[config.mk]
export PLATFORM = sky130hd
export DESIGN_NAME = uart_cmd_sequencer
export DESIGN_NICKNAME = d
export VERILOG_FILES = /design/src/rtl/uart_cmd_pkg.sv /design/src/rtl/uart_cmd_sequencer_timer.sv /design/src/rtl/uart_cmd_sequencer.sv
export SDC_FILE = /design/constraint.sdc
export NUM_CORES = 1
export LEC_CHECK = 0
export CORE_ASPECT_RATIO = 0.9
export CORE_UTILIZATION = 58
export CTS_CLUSTER_DIAMETER = 50
export DETAILED_ROUTE_END_ITERATION = 12
export GPL_ROUTABILITY_DRIVEN = 0
export PLACE_DENSITY = 0.87
export SETUP_SLACK_MARGIN = 0.3
export SYNTH_ARGS = -nofsm -noshare
export SYNTH_HDL_FRONTEND = slang
export SYNTH_SLANG_ARGS = --single-unit
[constraint.sdc]
create_clock -name clk -period 2.9 [get_ports clk]
set_clock_uncertainty 0.2 [all_clocks]
set_input_delay 0.435 -clock clk [delete_from_list [all_inputs] [get_ports clk]]
set_output_delay 0.435 -clock clk [all_outputs]
set_load 0.005 [all_outputs]
[src/rtl/uart_cmd_pkg.sv]
// Shared state encoding, command codes and the command legality rule for the
// UART command front end.
package uart_cmd_pkg;

  typedef enum logic [3:0] {
    S_HUNT,
    S_CMD,
    S_LENH,
    S_LENL,
    S_CHK,
    S_ISSUE,
    S_RUN,
    S_REL,
    S_WAIT
  } state_t;

  localparam logic [7:0] CMD_NONE = 8'h00;
  localparam logic [7:0] CMD_RX   = 8'h01;
  localparam logic [7:0] CMD_INIT = 8'h02;
  localparam logic [7:0] CMD_RD   = 8'h03;
  localparam logic [7:0] CMD_WR   = 8'h04;

  // Busy cycles counted in S_WAIT before fe_done is pulsed again.
  localparam logic [1:0] REPULSE_LAST = 2'd3;

  function automatic logic cmd_legal(input logic [7:0] code, input logic [7:0] cmd_max);
    return (code != CMD_NONE) && (code <= cmd_max);
  endfunction

endpackage

[src/rtl/uart_cmd_sequencer_timer.sv]
// Saturating up-counter with synchronous clear and enable; hit flags the
// cycle in which the count equals the terminal value.
module cmd_timeout_ctr #(
  parameter int W = 16
) (
  input  logic         clk,
  input  logic         rst,
  input  logic         clr,
  input  logic         en,
  input  logic [W-1:0] term,
  output logic         hit
);

  logic [W-1:0] cnt;

  always_ff @(posedge clk) begin
    if (rst || clr) begin
      cnt <= '0;
    end else if (en && (cnt != '1)) begin
      cnt <= cnt + {{(W-1){1'b0}}, 1'b1};
    end
  end

  assign hit = (cnt == term);

endmodule

[src/rtl/uart_cmd_sequencer.sv]
// Frame hunter and command sequencer between the UART receiver and
// fifo_control: validates HDR/CMD/LEN_H/LEN_L/CHK frames and runs the handshake.
module uart_cmd_sequencer
  import uart_cmd_pkg::*;
#(
  parameter logic [7:0]  HDR     = 8'hA5,
  parameter logic [15:0] BYTE_TO = 16'd50000,
  parameter logic [31:0] RUN_TO  = 32'd500000000,
  parameter logic [7:0]  CMD_MAX = 8'h04
) (
  input  logic        clk,
  input  logic        rst,
  input  logic [7:0]  rx_data,
  input  logic        rx_ok,
  input  logic        fifo_busy,
  input  logic        fifo_done,
  output logic [7:0]  cmd,
  output logic [15:0] rx_cnt,
  output logic        fe_done,
  output logic        err_chk,
  output logic        err_cmd,
  output logic        err_to,
  output logic        seq_busy,
  output state_t      dbg_state
);

  localparam logic [15:0] BYTE_TERM = BYTE_TO - 16'd1;
  localparam logic [31:0] RUN_TERM  = RUN_TO - 32'd1;

  state_t      state, state_n;
  logic        rx_ok_q;
  logic        acc, in_frame;
  logic [7:0]  cmd_lat, cmd_lat_n;
  logic [15:0] len_lat, len_lat_n;
  logic [7:0]  chk_acc, chk_acc_n;
  logic [1:0]  wait_cnt, wait_cnt_n;
  logic [7:0]  cmd_n;
  logic [15:0] rx_cnt_n;
  logic        fe_done_n, err_chk_n, err_cmd_n, err_to_n;
  logic        byte_hit, run_hit;

  assign acc       = rx_ok & ~rx_ok_q;
  assign in_frame  = state inside {S_CMD, S_LENH, S_LENL, S_CHK};
  assign dbg_state = state;

  cmd_timeout_ctr #(.W(16)) u_byte_tmr (
    .clk  (clk),
    .rst  (rst),
    .clr  (acc | ~in_frame),
    .en   (in_frame),
    .term (BYTE_TERM),
    .hit  (byte_hit)
  );

  cmd_timeout_ctr #(.W(32)) u_run_tmr (
    .clk  (clk),
    .rst  (rst),
    .clr  (state != S_RUN),
    .en   (state == S_RUN),
    .term (RUN_TERM),
    .hit  (run_hit)
  );

  // Handshake: a nonzero cmd is an offer held stable until fifo_busy is
  // sampled high (accept); cmd then returns to CMD_NONE on the next cycle.
  always_comb begin
    state_n    = state;
    cmd_lat_n  = cmd_lat;
    len_lat_n  = len_lat;
    chk_acc_n  = chk_acc;
    wait_cnt_n = '0;
    cmd_n      = cmd;
    rx_cnt_n   = rx_cnt;
    fe_done_n  = 1'b0;
    err_chk_n  = 1'b0;
    err_cmd_n  = 1'b0;
    err_to_n   = 1'b0;

    unique case (state)
      S_HUNT: begin
        if (acc && (rx_data == HDR)) begin
          chk_acc_n = '0;
          state_n   = S_CMD;
        end
      end
      S_CMD: begin
        if (acc) begin
          cmd_lat_n = rx_data;
          chk_acc_n = chk_acc ^ rx_data;
          state_n   = S_LENH;
        end
      end
      S_LENH: begin
        if (acc) begin
          len_lat_n[15:8] = rx_data;
          chk_acc_n       = chk_acc ^ rx_data;
          state_n         = S_LENL;
        end
      end
      S_LENL: begin
        if (acc) begin
          len_lat_n[7:0] = rx_data;
          chk_acc_n      = chk_acc ^ rx_data;
          state_n        = S_CHK;
        end
      end
      S_CHK: begin
        if (acc) begin
          if (chk_acc != rx_data) begin
            err_chk_n = 1'b1;
            state_n   = S_HUNT;
          end else if (!cmd_legal(cmd_lat, CMD_MAX)) begin
            err_cmd_n = 1'b1;
            state_n   = S_HUNT;
          end else begin
            state_n = S_ISSUE;
          end
        end
      end
      S_ISSUE: begin
        // A still-busy fifo_control must go idle before a new offer is made.
        if (cmd == CMD_NONE) begin
          if (!fifo_busy) begin
            cmd_n    = cmd_lat;
            rx_cnt_n = len_lat;
          end
        end else if (fifo_busy) begin
          cmd_n   = CMD_NONE;
          state_n = S_RUN;
        end
      end
      S_RUN: begin
        if (fifo_done) begin
          state_n = S_REL;
        end else if (run_hit) begin
          err_to_n = 1'b1;
          state_n  = S_REL;
        end
      end
      S_REL: begin
        fe_done_n = 1'b1;
        state_n   = S_WAIT;
      end
      S_WAIT: begin
        if (!fifo_busy) begin
          state_n = S_HUNT;
        end else if (wait_cnt == REPULSE_LAST) begin
          fe_done_n = 1'b1;
        end else begin
          wait_cnt_n = wait_cnt + 2'd1;
        end
      end
      default: state_n = S_HUNT;
    endcase

    // Silence between frame bytes; a byte arriving in the same cycle wins.
    if (in_frame && !acc && byte_hit) begin
      err_to_n = 1'b1;
      state_n  = S_HUNT;
    end
  end

  always_ff @(posedge clk) begin
    if (rst) begin
      state    <= S_HUNT;
      rx_ok_q  <= 1'b0;
      cmd_lat  <= '0;
      len_lat  <= '0;
      chk_acc  <= '0;
      wait_cnt <= '0;
      cmd      <= CMD_NONE;
      rx_cnt   <= '0;
      fe_done  <= 1'b0;
      err_chk  <= 1'b0;
      err_cmd  <= 1'b0;
      err_to   <= 1'b0;
      seq_busy <= 1'b0;
    end else begin
      state    <= state_n;
      rx_ok_q  <= rx_ok;
      cmd_lat  <= cmd_lat_n;
      len_lat  <= len_lat_n;
      chk_acc  <= chk_acc_n;
      wait_cnt <= wait_cnt_n;
      cmd      <= cmd_n;
      rx_cnt   <= rx_cnt_n;
      fe_done  <= fe_done_n;
      err_chk  <= err_chk_n;
      err_cmd  <= err_cmd_n;
      err_to   <= err_to_n;
      seq_busy <= (state_n != S_HUNT);
    end
  end

endmodule

Word-level counts from Yosys, hierarchy flattened
Cells that the tools add are included.
Widths: inputs -> output; s select.
- register bits: 116
- bits of input ports: 13
- output and inout port bits: 33
- word-level logic and storage cells: 103
- add/sub/neg operators: 3
- order comparisons: 1
- eq/ne operators: 19
- muxes and demuxes: 29
- bitwise gates (word level): 9
- reductions and logical operators: 26
- operators with widths (kind ; count):
    $mux 4 ; 11
    $mux 8 ; 5
    $pmux 4 s9 ; 1
    $add 32x1->32 const B ; 1
    $eq 32x29->1 const B ; 1
    $ne 32x32->1 const B ; 1
    $add 16x1->16 const B ; 1
    $eq 16x16->1 const B ; 1
    $eq 4x3->1 const B ; 4
    $ne 16x16->1 const B ; 1
    $pmux 8 s2 ; 1
    $reduce_and 3->1 ; 3
    $eq 4x2->1 const B ; 2
    $eq 8x8->1 const B ; 1
    $le 8x3->1 const B ; 1
    $logic_not 8->1 ; 1
    $mux 1 ; 8
    $ne 8x8->1 ; 1
    $reduce_bool 4->1 ; 2
    $reduce_bool 8->1 ; 1
    $reduce_or 4->1 ; 2
    $xor 8x8->8 ; 1
    $logic_and 1x1->1 ; 6
    $mux 3 ; 2
    17 further kinds ; 28

Depth between registers and ports, before layout
- depth after elaboration: 8
- mapped depth: 9

Hierarchy
Synthesis repeated with hierarchy kept, for this count alone.
- cells, all modules: 719
- area total of the unflattened synthesis: 5954.5 sq um
- modules (own cells, without submodules) (module ; instances ; cells an instance ; area each (sq um) ; sequential area each (sq um)):
    uart_cmd_sequencer ; 1 ; 343 ; 2855.2 ; 1361.3
    cmd_timeout_ctr at u_run_tmr ; 1 ; 248 ; 2055.7 ; 640.6
    cmd_timeout_ctr at u_byte_tmr ; 1 ; 128 ; 1043.5 ; 320.3

Worst setup path before layout
OpenSTA, ideal clock, no wires.
- path type: reg2reg
- from: register u_run_tmr.cnt[0]
- to: register u_run_tmr.cnt[13]
- setup time: 128 ps
- arrival time: 2034 ps
- path slack: 538 ps
- cell stages (with the launch flop): 8
- path buffers: 1
- cells stage by stage: dfxtp_1 ha_1 nand2_1 or4_4 o41ai_4 buf_6 xor2_1 nor2_1
- word-level cells in the longest chain between the ends: 2
- elaborated cells between the ends (all ways): 3
- classes of those cells: add/sub (1); eq/ne (1); reduce/logical (1)
- ends and longest elaborated chain (item ; line ; RTL):
    start: declaration ; uart_cmd_sequencer_timer.sv:14 ; logic [W-1:0] cnt;
    start signal: assignment ; uart_cmd_sequencer_timer.sv:20 ; cnt <= cnt + {{(W-1){1'b0}}, 1'b1};
    parallel branches: the longest is 2 deep, another holds $add 32x1->32 ; n/a ;
Several ways; the timed one is not identified.
A chain may end at the register's enable or synchronous reset.

Final worst setup path
- from: register state[1], in the netlist dbg_state[1]
- to: output port dbg_state[1]
- RTL lines (item ; line ; RTL):
    start: declaration ; uart_cmd_sequencer.sv:30 ; state_t state, state_n;
    start signal: assignment ; uart_cmd_sequencer.sv:179 ; state <= state_n;
    end: declaration ; uart_cmd_sequencer.sv:24 ; output state_t dbg_state
No word-level cell between the ends.

==> impl_metrics.prom <==
# TYPE chip_impl_metric gauge
chip_impl_info{name="result_of_the_run",value="finished, final reports clean"} 1
chip_impl_info{name="cts_root_buffer",value="clkbuf_8"} 1
chip_impl_metric{name="crit_path_max_fanout",unit=""} 18
chip_impl_metric{name="antenna_diodes",unit=""} 0
chip_impl_metric{name="drt-wirelength-per-cell",unit="um"} 17.0
chip_impl_metric{name="core_area",unit="um^2"} 8770
chip_impl_metric{name="cap_viol_max_count",unit=""} 0
chip_impl_metric{name="via_per_inst",unit=""} 6.30
chip_impl_metric{name="timing.reg2reg.setup_slack",unit="ns"} 0.43
chip_impl_metric{name="initial_detailed_routing_violation_count",unit=""} 321
chip_impl_metric{name="dr_total_vias",unit=""} 5251
chip_impl_metric{name="final.hold.worst_slack",unit="ns"} 0.179
chip_impl_info{name="crit_path_end_kind",value="output pin"} 1
chip_impl_info{name="synth.most_common_cell",value="dfxtp_1"} 1
chip_impl_metric{name="chip_width",unit="um"} 104
chip_impl_metric{name="synth_cells",unit=""} 662
chip_impl_metric{name="detailedRoute.firstPassIterationCount",unit=""} 5
chip_impl_metric{name="drive_above_1_share",unit=""} 0.0952
chip_impl_metric{name="timing.reg2reg.worst_path_depth",unit=""} 7
chip_impl_metric{name="net-switching-power",unit="uW"} 804
chip_impl_info{name="worstReg2RegStart",value="u_run_tmr.cnt[0]$_SDFFE_PP0P_"} 1
chip_impl_metric{name="power_frac_comb",unit=""} 0.020
chip_impl_metric{name="critPathBufInv",unit=""} 1
chip_impl_metric{name="clock_path_buffers",unit=""} 2
chip_impl_metric{name="drc_errors",unit=""} 0
chip_impl_info{name="cp_cell_sequence",value="clkdlybuf4s50_1"} 1
chip_impl_info{name="synth-main-ff-cell",value="dfxtp_1"} 1
chip_impl_metric{name="cts_htree_levels",unit=""} 4
chip_impl_metric{name="floorplan.io_pins",unit=""} 46
chip_impl_info{name="crit_path_start_kind",value="flop"} 1
chip_impl_metric{name="area.growth.synth_to_final",unit="%"} 22.4
chip_impl_info{name="grt_setup_unrepaired",value="yes"} 1
chip_impl_metric{name="overflow",unit=""} 0
chip_impl_info{name="cpLargestDelayFamily",value="flip-flops"} 1
chip_impl_metric{name="cell_internal_power_dissipation",unit="mW"} 3.03
chip_impl_metric{name="top_area_cell_type_share_of_the_netlist_area",unit=""} 0.432
chip_impl_metric{name="fin_crit_sh",unit=""} 0.860
chip_impl_info{name="r2r_end",value="u_run_tmr.cnt[13]$_SDFFE_PP0P_"} 1
chip_impl_info{name="clock_tree_from_tritoncts",value="done"} 1
chip_impl_metric{name="portBuffers",unit=""} 45
chip_impl_metric{name="initial_util",unit=""} 0.613
chip_impl_metric{name="floorplan.rows",unit=""} 32
chip_impl_info{name="hold_path_startpoint",value="rst"} 1
chip_impl_metric{name="yosys_register_bits",unit=""} 116
chip_impl_metric{name="vdd_ir_drop_max",unit="mV"} 0.481
chip_impl_metric{name="first_global_vias",unit=""} 5009
chip_impl_info{name="hold_class",value="primary input to flop"} 1
chip_impl_info{name="timing_worst_setup_path_type",value="flop to output pin"} 1
chip_impl_metric{name="async_set_reset_flop_share_out_of_synthesis",unit=""} 0
chip_impl_metric{name="antenna_violating_nets_post_route",unit=""} 0
chip_impl_metric{name="tightestPinTransition",unit="ns"} 0.905
chip_impl_metric{name="placement.cell_area",unit="um^2"} 5920
chip_impl_metric{name="final_design_area_no_fill",unit="um^2"} 6580
chip_impl_metric{name="leak",unit="nW"} 2.03
chip_impl_info{name="slowest_stage",value="dfxtp_1"} 1
chip_impl_metric{name="clock_group_share_of_total_power",unit=""} 0.563
chip_impl_metric{name="grt_first_pass_wirelength",unit="mm"} 23.6
chip_impl_metric{name="clk_lat_worst_skew",unit="ns"} 0.53
chip_impl_metric{name="number_of_clock_buffers_inserted_by_tritoncts",unit=""} 17
chip_impl_metric{name="design.final.nets",unit=""} 718
chip_impl_metric{name="slew_headroom",unit=""} 0.391
chip_impl_metric{name="seq_area_frac_synth",unit=""} 0.432
chip_impl_metric{name="groute.usage.overall",unit=""} 0.302
chip_impl_metric{name="p_per_area",unit="nW/um^2"} 583
chip_impl_metric{name="arrival",unit="ns"} 1.86
chip_impl_metric{name="design.die.area",unit="um^2"} 9660
chip_impl_metric{name="cp_slowest_stage_delay",unit="ns"} 0.70
chip_impl_metric{name="numClockSinks",unit=""} 116
chip_impl_metric{name="critical_path_required",unit="ns"} 2.27
chip_impl_metric{name="ys.warnings.count",unit=""} 0
chip_impl_metric{name="drt-total-wl",unit="mm"} 14.1
chip_impl_metric{name="syn_area",unit="um^2"} 5380
chip_impl_metric{name="syn_avg_cell_area",unit="um^2"} 8.13
chip_impl_metric{name="grt_start_max_net_pins",unit=""} 45
chip_impl_metric{name="finalSetupViolations",unit=""} 0
chip_impl_metric{name="power.switching_fraction",unit=""} 0.210
chip_impl_metric{name="place_hpwl",unit="mm"} 9.33
chip_impl_metric{name="hold_path_depth",unit=""} 2
chip_impl_info{name="synth_top_area_cell",value="dfxtp_1"} 1
chip_impl_info{name="synth_common_cells",value="dfxtp_1, nand2_1, a21oi_1"} 1
chip_impl_metric{name="synth-edff-count",unit=""} 0
chip_impl_metric{name="clock_transition_at_path_regs",unit="ns"} 0.06
chip_impl_metric{name="postSynthNetCount",unit=""} 679
chip_impl_info{name="synth.top_cells.by_area",value="dfxtp_1, a21oi_1, nand2_1"} 1
chip_impl_metric{name="sequential_fraction_of_design_power",unit=""} 0.416
chip_impl_info{name="hold_path_end",value="cmd[7]$_SDFFE_PP0P_"} 1
chip_impl_metric{name="fmaxAchievable",unit="GHz"} 0.401
chip_impl_metric{name="synth.lib_cells_used.distinct",unit=""} 53
chip_impl_metric{name="report.final.slew_viol_count",unit=""} 0
chip_impl_metric{name="final_hold_violation_count",unit=""} 0
chip_impl_metric{name="fp.dieH",unit="um"} 93.4
chip_impl_metric{name="filler_cell_count",unit=""} 616
chip_impl_metric{name="fin_crit",unit="ns"} 2.49
chip_impl_metric{name="totalNegativeSetupSlack",unit="ns"} 0
chip_impl_metric{name="number_of_antenna_violations_at_the_first_check_in_global_routing",unit=""} 0
cell type report:
type,count,area [um^2],share of cell area
flip-flops and latches,116,2320,0.353
clock buffers,18,428,0.0650
repair buffers,60,559,0.0850
inverters,8,30.0,0.00456
multi-input cells,498,2910,0.441
well taps,119,149,0.0226
clock inverters,14,185,0.0281
per-layer routing:
layer / GRT usage / vias up / share of wire
li1: - / 2493 / -
met1: 0.371 / 2508 / 0.44
met2: 0.503 / 207 / 0.47
met3: 0.0718 / 43 / 0.062
met4: 0.146 / 0 / 0.027
met5: 0 / - / 0
how the worst max path moves through the flow:
stage / from / endpoint / depth (start not counted)
after floorplan: u_run_tmr.cnt[0]$_SDFFE_PP0P_ / u_run_tmr.cnt[13]$_SDFFE_PP0P_ / 7
after global routing: cmd[0]$_SDFFE_PP0P_ / cmd[4]$_SDFFE_PP0P_ / 8
after global placement: rx_ok / len_lat[5]$_SDFFE_PP0P_ / 6
after CTS: u_run_tmr.cnt[0]$_SDFFE_PP0P_ / u_run_tmr.cnt[13]$_SDFFE_PP0P_ / 7
final: dbg_state[1]$_SDFF_PP0_ / dbg_state[1] / 1
after detailed placement: rx_ok / len_lat[6]$_SDFFE_PP0P_ / 6
kinds of logic (layout without fill, tap and decap cells):
family          count (synthesis)  after routing  synth area share
flops                         116            116             0.432
simple gates                  310            310             0.304
buf+inv                        48            100            0.0351
mux                             4              4           0.00744
compound gates                153            153             0.169
fa+ha+maj                       4              4           0.00930
xor+xnor                       27             27            0.0440
cell usage in the layout (no fill, tap or decap), types with 16 or more instances in the layout:
| master | instances |
|---|---|
| dfxtp_1 | 114 |
| nand2_1 | 87 |
| nor2_1 | 52 |
| nand4_1 | 28 |
| or3_1 | 25 |
| nand3_1 | 35 |
| clkdlybuf4s50_1 | 44 |
| o21ai_0 | 36 |
| a21oi_1 | 79 |
| clkbuf_16 | 16 |
repair_timing:
item,in CTS,in global routing
gates cloned,0,1
pin swaps,1,1
hold buffers,0,0
gates resized for setup,0,9
setup endpoints to repair,6,34
buffers inserted,0,1
power groups by stage:
stage,logic [mW],clock network (mW),registers [mW]
3_3_place_gp,0.0740,0,1.63
5_1_grt,0.0827,2.23,1.60
6_report,0.0785,2.16,1.60
4_1_cts,0.0763,2.17,1.60
2_1_floorplan,0.0453,0,1.63
3_5_place_dp,0.0759,0,1.63
sequential cells by signal, summed over array words and instances (netlist names):
name,cells
u_run_tmr.cnt,32
wait_cnt,2
seq_busy,1
dbg_state,4
u_byte_tmr.cnt,16
chk_acc,8
rx_ok_q,1
len_lat,16
fe_done,1
err_cmd,1
err_chk,1
err_to,1
cmd_lat,8
rx_cnt,16
cmd,8
worst register-to-register path: stages (launching register included):
cell	delay, ns
dfxtp_2	0.38
ha_4	0.16
nand2_1	0.11
or4_4	0.58
o41ai_4	0.48
buf_6	0.18
xor2_1	0.19
nor2_1	0.06
per-stage QoR:
stage | utilization | power (mW) | setup slack, ns | cells
3_3_place_gp | 0.675 | 1.70 | 0.352 | 799
2_1_floorplan | - | 1.68 | 0.538 | 662
6_report | 0.751 | 3.84 | 0.406 | 833
4_1_cts | 0.745 | 3.84 | 0.323 | 831
5_1_grt | 0.751 | 3.91 | 0.280 | 833
3_5_place_dp | 0.675 | 1.71 | 0.185 | 799
No activity file was read; power rests on OpenSTA's default activity.
